### src/rtl/axi_rom_arbiter.sv
// Two-master AXI4 read arbiter in front of the boot ROM; one read outstanding,
// and writes are answered locally with an error response so the ROM never sees them.
package axi_rom_pkg;
  localparam int ID_W   = 4;
  localparam int ADDR_W = 32;
  localparam int DATA_W = 32;

  typedef enum logic [1:0] {OKAY = 2'b00, EXOKAY = 2'b01, SLVERR = 2'b10, DECERR = 2'b11} axi_error_t;

  typedef struct packed {
    logic [ID_W-1:0]     awid;
    logic [ADDR_W-1:0]   awaddr;
    logic [7:0]          awlen;
    logic [2:0]          awsize;
    logic [1:0]          awburst;
    logic                awvalid;
    logic [DATA_W-1:0]   wdata;
    logic [DATA_W/8-1:0] wstrb;
    logic                wlast;
    logic                wvalid;
    logic                bready;
    logic [ID_W-1:0]     arid;
    logic [ADDR_W-1:0]   araddr;
    logic [7:0]          arlen;
    logic [2:0]          arsize;
    logic [1:0]          arburst;
    logic                arvalid;
    logic                rready;
  } s_axi_mosi_t;

  typedef struct packed {
    logic              awready;
    logic              wready;
    logic [ID_W-1:0]   bid;
    axi_error_t        bresp;
    logic              bvalid;
    logic              arready;
    logic [ID_W-1:0]   rid;
    logic [DATA_W-1:0] rdata;
    logic [1:0]        rresp;
    logic              rlast;
    logic              rvalid;
  } s_axi_miso_t;
endpackage

module axi_rom_wr_term
  import axi_rom_pkg::*;
#(
  parameter axi_error_t WR_RESP = SLVERR
) (
  input  logic            clk,
  input  logic            rst,
  input  logic            awvalid,
  input  logic [ID_W-1:0] awid,
  input  logic            wvalid,
  input  logic            wlast,
  input  logic            bready,
  output logic            awready,
  output logic            wready,
  output logic            bvalid,
  output logic [ID_W-1:0] bid,
  output axi_error_t      bresp
);
  typedef enum logic [1:0] {W_IDLE, W_DATA, W_RESP} wr_state_t;
  wr_state_t       state, state_nx;
  logic [ID_W-1:0] id_q;

  always_ff @(posedge clk or posedge rst) begin
    if (rst) begin
      state <= W_IDLE;
      id_q  <= '0;
    end else begin
      state <= state_nx;
      if (state == W_IDLE && awvalid) id_q <= awid;
    end
  end

  always_comb begin
    state_nx = state;
    case (state)
      W_IDLE:  if (awvalid) state_nx = W_DATA;
      W_DATA:  if (wvalid && wlast) state_nx = W_RESP;
      W_RESP:  if (bready) state_nx = W_IDLE;
      default: state_nx = W_IDLE;
    endcase
  end

  // awready is masked during reset so no handshake is advertised while held.
  always_comb begin
    awready = (state == W_IDLE) && !rst;
    wready  = (state == W_DATA);
    bvalid  = (state == W_RESP);
    bid     = id_q;
    bresp   = WR_RESP;
  end
endmodule

module axi_rom_arbiter
  import axi_rom_pkg::*;
#(
  parameter bit         RR_EN   = 1'b1,
  parameter axi_error_t WR_RESP = SLVERR
) (
  input  logic        clk,
  input  logic        rst,
  input  s_axi_mosi_t m0_axi_mosi,
  output s_axi_miso_t m0_axi_miso,
  input  s_axi_mosi_t m1_axi_mosi,
  output s_axi_miso_t m1_axi_miso,
  output s_axi_mosi_t s_axi_mosi,
  input  s_axi_miso_t s_axi_miso
);
  typedef enum logic [1:0] {IDLE, ADDR, DATA} rd_state_t;
  rd_state_t   state, state_nx;
  logic        grant, grant_nx;
  logic        prio_ptr, prio_nx;
  s_axi_mosi_t gm;
  s_axi_mosi_t mosi_v [2];
  logic        wr_awready [2];
  logic        wr_wready  [2];
  logic        wr_bvalid  [2];
  logic [ID_W-1:0] wr_bid [2];
  axi_error_t  wr_bresp   [2];
  logic        unused_ok;

  assign gm        = grant ? m1_axi_mosi : m0_axi_mosi;
  assign mosi_v[0] = m0_axi_mosi;
  assign mosi_v[1] = m1_axi_mosi;

  always_ff @(posedge clk or posedge rst) begin
    if (rst) begin
      state    <= IDLE;
      grant    <= 1'b0;
      prio_ptr <= 1'b0;
    end else begin
      state    <= state_nx;
      grant    <= grant_nx;
      prio_ptr <= prio_nx;
    end
  end

  always_comb begin
    state_nx = state;
    grant_nx = grant;
    prio_nx  = prio_ptr;
    case (state)
      IDLE: if (m0_axi_mosi.arvalid || m1_axi_mosi.arvalid) begin
        state_nx = ADDR;
        if (m0_axi_mosi.arvalid && m1_axi_mosi.arvalid) grant_nx = RR_EN ? prio_ptr : 1'b0;
        else                                            grant_nx = m1_axi_mosi.arvalid;
      end
      // A master withdrawing arvalid before the handshake is dropped, not forwarded.
      ADDR: if (!gm.arvalid)             state_nx = IDLE;
            else if (s_axi_miso.arready) state_nx = DATA;
      DATA: if (s_axi_miso.rvalid && gm.rready && s_axi_miso.rlast) begin
        state_nx = IDLE;
        if (RR_EN) prio_nx = ~grant;
      end
      default: state_nx = IDLE;
    endcase
  end

  always_comb begin
    s_axi_mosi         = '0;
    s_axi_mosi.arid    = gm.arid;
    s_axi_mosi.araddr  = gm.araddr;
    s_axi_mosi.arlen   = gm.arlen;
    s_axi_mosi.arsize  = gm.arsize;
    s_axi_mosi.arburst = gm.arburst;
    s_axi_mosi.arvalid = (state == ADDR) && gm.arvalid;
    s_axi_mosi.rready  = (state == DATA) && gm.rready;

    m0_axi_miso = '0;
    m1_axi_miso = '0;
    if (state == ADDR) begin
      if (grant) m1_axi_miso.arready = s_axi_miso.arready;
      else       m0_axi_miso.arready = s_axi_miso.arready;
    end
    if (state == DATA) begin
      if (grant) begin
        m1_axi_miso.rid    = s_axi_miso.rid;
        m1_axi_miso.rdata  = s_axi_miso.rdata;
        m1_axi_miso.rresp  = s_axi_miso.rresp;
        m1_axi_miso.rlast  = s_axi_miso.rlast;
        m1_axi_miso.rvalid = s_axi_miso.rvalid;
      end else begin
        m0_axi_miso.rid    = s_axi_miso.rid;
        m0_axi_miso.rdata  = s_axi_miso.rdata;
        m0_axi_miso.rresp  = s_axi_miso.rresp;
        m0_axi_miso.rlast  = s_axi_miso.rlast;
        m0_axi_miso.rvalid = s_axi_miso.rvalid;
      end
    end
    m0_axi_miso.awready = wr_awready[0];
    m0_axi_miso.wready  = wr_wready[0];
    m0_axi_miso.bvalid  = wr_bvalid[0];
    m0_axi_miso.bid     = wr_bid[0];
    m0_axi_miso.bresp   = wr_bresp[0];
    m1_axi_miso.awready = wr_awready[1];
    m1_axi_miso.wready  = wr_wready[1];
    m1_axi_miso.bvalid  = wr_bvalid[1];
    m1_axi_miso.bid     = wr_bid[1];
    m1_axi_miso.bresp   = wr_bresp[1];
  end

  for (genvar i = 0; i < 2; i++) begin : g_wr
    axi_rom_wr_term #(.WR_RESP(WR_RESP)) u_wr (
      .clk     (clk),
      .rst     (rst),
      .awvalid (mosi_v[i].awvalid),
      .awid    (mosi_v[i].awid),
      .wvalid  (mosi_v[i].wvalid),
      .wlast   (mosi_v[i].wlast),
      .bready  (mosi_v[i].bready),
      .awready (wr_awready[i]),
      .wready  (wr_wready[i]),
      .bvalid  (wr_bvalid[i]),
      .bid     (wr_bid[i]),
      .bresp   (wr_bresp[i])
    );
  end

  // Write payloads and the ROM's B channel are intentionally discarded.
  assign unused_ok = ^{m0_axi_mosi.awaddr, m0_axi_mosi.awlen, m0_axi_mosi.awsize, m0_axi_mosi.awburst,
                       m0_axi_mosi.wdata, m0_axi_mosi.wstrb,
                       m1_axi_mosi.awaddr, m1_axi_mosi.awlen, m1_axi_mosi.awsize, m1_axi_mosi.awburst,
                       m1_axi_mosi.wdata, m1_axi_mosi.wstrb,
                       s_axi_miso.awready, s_axi_miso.wready, s_axi_miso.bid, s_axi_miso.bresp,
                       s_axi_miso.bvalid};
endmodule

### config.mk
export PLATFORM = sky130hd
export DESIGN_NAME = axi_rom_arbiter
export DESIGN_NICKNAME = d
export VERILOG_FILES = /design/src/rtl/axi_rom_arbiter.sv
export SDC_FILE = /design/constraint.sdc
export NUM_CORES = 1
export LEC_CHECK = 0
export CORE_AREA = 8 8 219 221
export DETAILED_ROUTE_END_ITERATION = 6
export DIE_AREA = 0 0 227 229
export MAX_ROUTING_LAYER = met4
export PLACE_DENSITY = 0.35
export SLEW_MARGIN = 30
export SYNTH_ARGS = -nofsm -noshare
export SYNTH_HDL_FRONTEND = slang
export SYNTH_SLANG_ARGS = --single-unit
### constraint.sdc
create_clock -name clk -period 1.5 [get_ports clk]
set_input_delay 0.225 -clock clk [delete_from_list [all_inputs] [get_ports clk]]
set_output_delay 0.225 -clock clk [all_outputs]
set_load 0.02 [all_outputs]
==> results of run 1 <==
layout by cell type, fill, tap and decap left out, types with 5 or more instances in the layout:
master and count:
buf_12 10, dlygate4sd2_1 5, clkbuf_16 9, buf_16 5, and2_1 40, mux2_2 50
dfrtp_1 15, buf_6 69, clkdlybuf4s50_1 167, dlymetal6s2s_1 5, nor2b_1 5, buf_4 68
conb_1 93, mux2_4 7, and2_4 20, buf_2 16, and2_2 20
worst max-delay path, cell delays in order, from the launching register on:
cell and delay, ps:
dfrtp_2 400, buf_4 150, buf_12 130, buf_16 140
mux2_2 360, buf_4 170
logic make-up after synthesis:
kind of cell / after synthesis / share of synthesized area (%)
flops: 16 / 14.8
buf+inv: 117 / 31.0
mux: 60 / 24.8
other cells: 2 / 0.277
compound gates: 10 / 2.31
simple gates: 108 / 26.8
cell type report:
| cell class | instances | area (um^2) |
|---|---|---|
| flip-flops and latches | 16 | 402 |
| multi-input cells | 271 | 1910 |
| well taps | 600 | 751 |
| clock buffers | 4 | 88.8 |
| repair buffers | 355 | 3680 |
| fillers | 5143 | 37800 |
| inverters | 3 | 11.3 |
| diodes | 3 | 7.51 |
Yosys cell counts:
cell type | n | area share, %
buf_4 | 105 | 29
clkbuf_1 | 4 | 0.55
and2_2 | 40 | 11
nor2b_1 | 5 | 1.2
nor4b_1 | 1 | 0.32
conb_1 | 2 | 0.28
a21oi_1 | 2 | 0.37
and3_2 | 1 | 0.28
nand2b_1 | 2 | 0.46
a31oi_1 | 1 | 0.23
buf_2 | 1 | 0.18
o21ai_0 | 4 | 0.74
nor2_1 | 6 | 0.83
nor3_2 | 1 | 0.37
clkbuf_2 | 4 | 0.74
nor3_1 | 3 | 0.55
mux2_2 | 57 | 24
o2bb2ai_1 | 1 | 0.32
nor3b_2 | 2 | 0.92
dfrtp_1 | 16 | 15
inv_1 | 3 | 0.42
a311oi_1 | 2 | 0.65
and4b_2 | 1 | 0.42
nand2_1 | 3 | 0.42
mux2i_1 | 3 | 1.1
nand3_1 | 2 | 0.37
nand2b_2 | 1 | 0.32
and2_1 | 40 | 9.2
power breakdown:
| group | switching [W] | total, W | internal, W |
|---|---|---|---|
| Clock | 0.000179 | 0.000585 | 0.000405 |
| Sequential | 0.000129 | 0.000752 | 0.000623 |
| Combinational | 0.00320 | 0.00677 | 0.00357 |
| Total | 0.00350 | 0.00811 | 0.00460 |
through the flow:
step	setup TNS [ps]	util (%)	worst slack (ps)	cell area [um^2]
floorplan	0	-	25.5	3050
global placement	-52600	14.1	-510	6290
detailed placement	-50490	14.1	-482	6290
CTS	-35040	14.3	-356	6400
global route	-41490	15.3	-400	6850
finish	-30770	15.3	-339	6850
worst max-delay path by stage:
stage / endpoint / slack (ps) / depth (start not counted)
floorplan: m0_axi_miso[40] / 30 / 3
global placement: m0_axi_miso[37] / -510 / 5
detailed placement: m0_axi_miso[27] / -480 / 5
CTS: s_axi_mosi[35] / -360 / 4
global route: s_axi_mosi[5] / -400 / 5
finish: s_axi_mosi[5] / -340 / 5
what timing repair did:
action	CTS	global route
setup endpoints to repair	139	140
pin swaps	3	9
cloned	5	7
resized for setup	568	164
buffers inserted	5	7
sequential cells by signal (all words and copies together) (netlist names):
signal / cells
g_wr.u_wr.bid: 8
g_wr.u_wr.state: 4
state: 2
grant: 1
prio_ptr: 1
metal layers:
layer  routed length, um  global-route usage (%)  vias up
li1                    -                       -     1507
met1                6740                    5.96     1420
met2                9470                    11.6      246
met3                1900                    1.74        8
met4                 165                   0.862        0
met5                   0                       -        -
==> metrics.sh, run 1 <==
TRITONCTS='yes'
SETUP.REG_TO_REG.WORST_SLACK_PS=-40
PATH_CLK_SLEW_PS=50
DP.FINAL_HPWL_MM=13.8
DR_TOTAL_VIAS=3181
FINALNONFILLERCELLS=1252
TIMING.SETUP.CRITICAL_PATH_CLASS='flop to primary output'
CRIT-REG2REG-LAUNCH='grant'
CRITICAL_PATH.REG2REG.ENDPOINT='prio_ptr'
FLOORPLAN.DIE_AREA_UM2=52000
RSZ0062_AT_GRT='true'
P_PER_AREA_nW_PER_UM2=1180
RUN_STATUS='finished, violations left'
NUMCLOCKSINKS=16
FINAL-MAX-SLEW-VIOLATION-COUNT=0
VDD_IR_DROP_MAX_mV=0.556
PORT-BUFFER-COUNT=307
MIN_DELAY_PATH_CLASS='input port to asynchronous set/reset pin'
CAP_VIOL_MAX_COUNT=0
SYNTH.FF_LATCH_COUNT=16
STD_CELL_ROWS=78
TIMING.CRITICAL_PATH.FROM='grant'
GRT_FIRST_PASS_WIRELENGTH_MM=22.8
FINALCRITICALPERIOD_PS=1840
VIOLATED_CHECKS='negative setup slack'
GRT_START_MAX_NET_PINS=37
CRIT_ARRIVAL_PS=1610
WHS_PS=14.7
POST_ROUTE_CELLS_DRIVE_ABOVE_1_SHARE_PCT=44.8
LAYOUT.NETS=982
SYNTH_AREA_UM2=2710
GRT_ANTENNA_BEFORE_REPAIR=1
LAYOUT_WORST_PATH_CYCLE_SHARE_PCT=123
DRT-VIAS-PER-INSTANCE=2.54
WL_MM=18.3
ANTENNA_VIOLATING_NETS_LEFT=0
DETAIL_ROUTE.DRC_VIOLATIONS=0
CTS_ROOT_BUFFER='clkbuf_16'
CTS_HTREE_LEVELS=1
DRT_PASS_1_ITERS=4
STARTPOINT_TYPE='flop'
IOPINCOUNT=572
TOTALPOWERFINAL_W=0.00811
FLOORPLAN.INITIALDENSITY_PCT=6.05
HOLD_VIOL=0
DIE_H_UM=229
FLOW.AREA_GROWTH_FROM_SYNTHESIS_PCT=153
REPORT.FINAL.SETUP_VIOL=134
DRT-INITIAL-DRC-COUNT=64
GRT_REMAINING_OVERFLOW=0
CRITICAL_PATH_FANOUTS_MAX=6
CHIPWIDTH_UM=227
SYNTH_SEQUENTIAL_AREA_RATIO_PCT=14.8
SYNTHESIS.INSTANCES=313
GRTUSAGETOTAL_PCT=6.00
TIMING.CLOCK.SKEW_PS=2.33
REPORTED_LEAKAGE_POWER_nW=3.04
WORSTSETUPENDPOINTTYPE='primary output'
MEAN_POST_SYNTH_CELL_AREA_UM2=8.65
ROUTABILITYCONGESTION=0.736
TIMING.REG2REG.WORST_PATH_DEPTH=7
GRT_PASS1_VIAS=3621
MAXCLOCKFREQUENCY_GHz=0.544
FP.COREAREA_UM2=44700
SYNTH.DISTINCT_CELLS=28
CLOCK_TREE.BUFFER_DEPTH=2
HOLD_BUFFERS=0
CRIT_REQUIRED_PS=1270
CLOCK_LATENCY_PS=250
FINALWORSTSETUPSLACK_PS=-339
NUMBER_OF_BUFFERS_CREATED_BY_CTS=3
POST-PLACE-CELLS=1222
SYNTHESIS.YOSYS.WARNINGS=0
WL_PER_CELL_UM=14.6
(Power assumes the default switching activity.)
==> run 2, diff against run 1 <==
==> constraint.sdc (replaced) <==
create_clock -name clk -period 1.7 [get_ports clk]
set_input_delay 0.255 -clock clk [delete_from_list [all_inputs] [get_ports clk]]
set_output_delay 0.255 -clock clk [all_outputs]
set_load 0.02 [all_outputs]
==> run 2 against run 1 <==
Effect of this change:
- the run still ends with negative setup slack left
- cell area rose by 8.4%
- routed wire length fell by 0.63%
- highest routed layer unchanged
- combinational power down 3%
- total power decreased by 3.9%
- clock skew is 0.85 ps lower
- worst setup slack better by 170 ps
- utilization grew 1.3 points
- clock power is 12% lower
- critical endpoint is now m0_axi_miso[8]
- die area did not move
==> metrics.sh, run 2 (synthesis gave the netlist of run 1 again) <==
IOPINCOUNT=572
LAYOUT.NETS=1001
PORT-BUFFER-COUNT=307
REPORT.FINAL.SETUP_VIOL=127
NUMBER_OF_BUFFERS_CREATED_BY_CTS=3
FP.COREAREA_UM2=44700
CHIPWIDTH_UM=227
TOTALPOWERFINAL_W=0.00779
POST-PLACE-CELLS=1219
TRITONCTS='yes'
HOLD_VIOL=0
SLOWEST_DELAY_PS=380
FLOW.AREA_GROWTH_FROM_SYNTHESIS_PCT=174
SETUP.REG_TO_REG.WORST_SLACK_PS=90
HOLD_BUFFERS=0
GRT_FIRST_PASS_WIRELENGTH_MM=23.9
CPMAXSTAGEDELAYCELL='dfrtp_1'
STARTPOINT_TYPE='flop'
PATH_CLK_SLEW_PS=50
WHS_PS=356
LAYOUT_WORST_PATH_CYCLE_SHARE_PCT=110
DRT-VIAS-PER-INSTANCE=2.57
FINALWORSTSETUPSLACK_PS=-171
WORSTSETUPENDPOINTTYPE='primary output'
CRIT_ARRIVAL_PS=1620
CTS_ROOT_BUFFER='clkbuf_16'
CAP_VIOL_MAX_COUNT=0
GRT_START_MAX_NET_PINS=19
WORST-PATH-STAGES=8
P_PER_AREA_nW_PER_UM2=1050
TIMING.CRITICAL_PATH.FROM='state[0]'
DETAIL_ROUTE.DRC_VIOLATIONS=0
DR_TOTAL_VIAS=3263
RSZ0062_AT_GRT='true'
CRIT-REG2REG-LAUNCH='grant'
VDD_IR_DROP_MAX_mV=0.514
POST_ROUTE_CELLS_DRIVE_ABOVE_1_SHARE_PCT=52.7
TIMING.SETUP.CRITICAL_PATH_CLASS='flop to primary output'
DRT-INITIAL-DRC-COUNT=45
GRT_PASS1_VIAS=3795
DIE_H_UM=229
FLOORPLAN.INITIALDENSITY_PCT=6.05
STD_CELL_ROWS=78
GRTUSAGETOTAL_PCT=6.31
WL_PER_CELL_UM=14.3
GRT_REMAINING_OVERFLOW=0
NUMCLOCKSINKS=16
CRITICAL_PATH_FANOUTS_MAX=4
ANTENNA_VIOLATING_NETS_LEFT=0
FINAL-MAX-SLEW-VIOLATION-COUNT=0
MAXCLOCKFREQUENCY_GHz=0.534
WORSTPATHBUFFERINVERTERCOUNT=5
LARGEST_REGISTER_FF_COUNT=8
CRITICAL_PATH.REG2REG.ENDPOINT='prio_ptr'
FLOORPLAN.DIE_AREA_UM2=52000
WL_MM=18.2
DRT_PASS_1_ITERS=4
FINALCRITICALPERIOD_PS=1870
TIMING.CLOCK.SKEW_PS=1.48
REPORTED_LEAKAGE_POWER_nW=3.26
VIOLATED_CHECKS='negative setup slack'
CRITICAL_PATH.CELL_CHAIN='nand2b_4, nor2_4, buf_6, buf_6, buf_16, buf_6, and2_4, buf_12'
MIN_DELAY_PATH_CLASS='input port to asynchronous set/reset pin'
MOST_USED_CELL_ALONG_THE_CRITICAL_PATH='buf_6'
CRITICAL_PATH.ENDPOINT='m0_axi_miso[8]'
DP.FINAL_HPWL_MM=13.8
FINALNONFILLERCELLS=1269
CLOCK_LATENCY_PS=240
RUN_STATUS='finished, violations left'
CLOCK_TREE.BUFFER_DEPTH=2
CTS_HTREE_LEVELS=1
FINAL_CELL_MIX='clkdlybuf4s50_1 (168), buf_6 (140), conb_1 (93)'
CRITICAL_PATH.TOP_DELAY_FAMILY='buffers and inverters'
ROUTABILITYCONGESTION=0.731
LAYOUT_COMMONEST_CELL='clkdlybuf4s50_1'
CRIT_REQUIRED_PS=1440
GRT_ANTENNA_BEFORE_REPAIR=1
TIMING.REG2REG.WORST_PATH_DEPTH=7
[run 2: cell types whose count changed in the layout (fill, tap and decap cells not counted), sizes merged]
cell,change
dlygate4sd2,+1
buf,+25
clkdlybuf4s15,-1
clkdlybuf4s50,+1
dlymetal6s2s,-5
clkbuf,-2
diode,-2
[run 2: worst min-delay path by stage]
stage,from,end
2_1_floorplan,rst,g_wr[0].u_wr.bid[0]
3_3_place_gp,g_wr[0].u_wr.bid[1],g_wr[0].u_wr.bid[1]
3_5_place_dp,g_wr[0].u_wr.bid[1],g_wr[0].u_wr.bid[1]
4_1_cts,rst,prio_ptr
5_1_grt,rst,prio_ptr
6_report,rst,prio_ptr
[run 2: routing by layer]
layer | routed length (um) | GRT usage [%]
met5 | 0 | -
met3 | 1840 | 1.51
met1 | 6760 | 6.63
met4 | 70 | 0.882
met2 | 9490 | 12.0
[run 2: power breakdown]
part / switching, W / internal, W
clock network: 0.000154 / 0.000358
logic: 0.00290 / 0.00370
registers: 0.000130 / 0.000550
total: 0.00318 / 0.00461
[run 2: final cells by class]
class	instances	area, um^2
Fill cell	5098	37300
Timing Repair Buffer	374	4110
Multi-Input combinational cell	271	2050
Tap cell	600	751
Sequential cell	16	402
Clock buffer	4	88.8
Inverter	3	11.3
Antenna cell	1	2.50
[run 2: per-stage QoR]
stage / area (um^2) / setup WS (ps) / utilization (%) / setup TNS [ps]
3_3_place_gp: 6250 / -359 / 14.0 / -36260
4_1_cts: 6870 / -423 / 15.4 / -17340
3_5_place_dp: 6250 / -360 / 14.0 / -34250
6_report: 7420 / -171 / 16.6 / -9000
5_1_grt: 7420 / -267 / 16.6 / -17250
2_1_floorplan: 3050 / 195 / - / 0
[run 2: what timing repair did]
item | in CTS | in global routing
endpoints found under the setup margin | 139 | 134
resized for setup | 733 | 189
cloned | 7 | 6
pin swaps | 12 | 40
setup buffers | 31 | 10
[run 2: worst reg2reg max path, delay by kind of cell, from the launching register on]
family | cells | cell delay (ps)
buffers and inverters | 4 | 550
flip-flops | 1 | 430
multiplexers | 2 | 350
AND/OR/NAND/NOR | 1 | 200
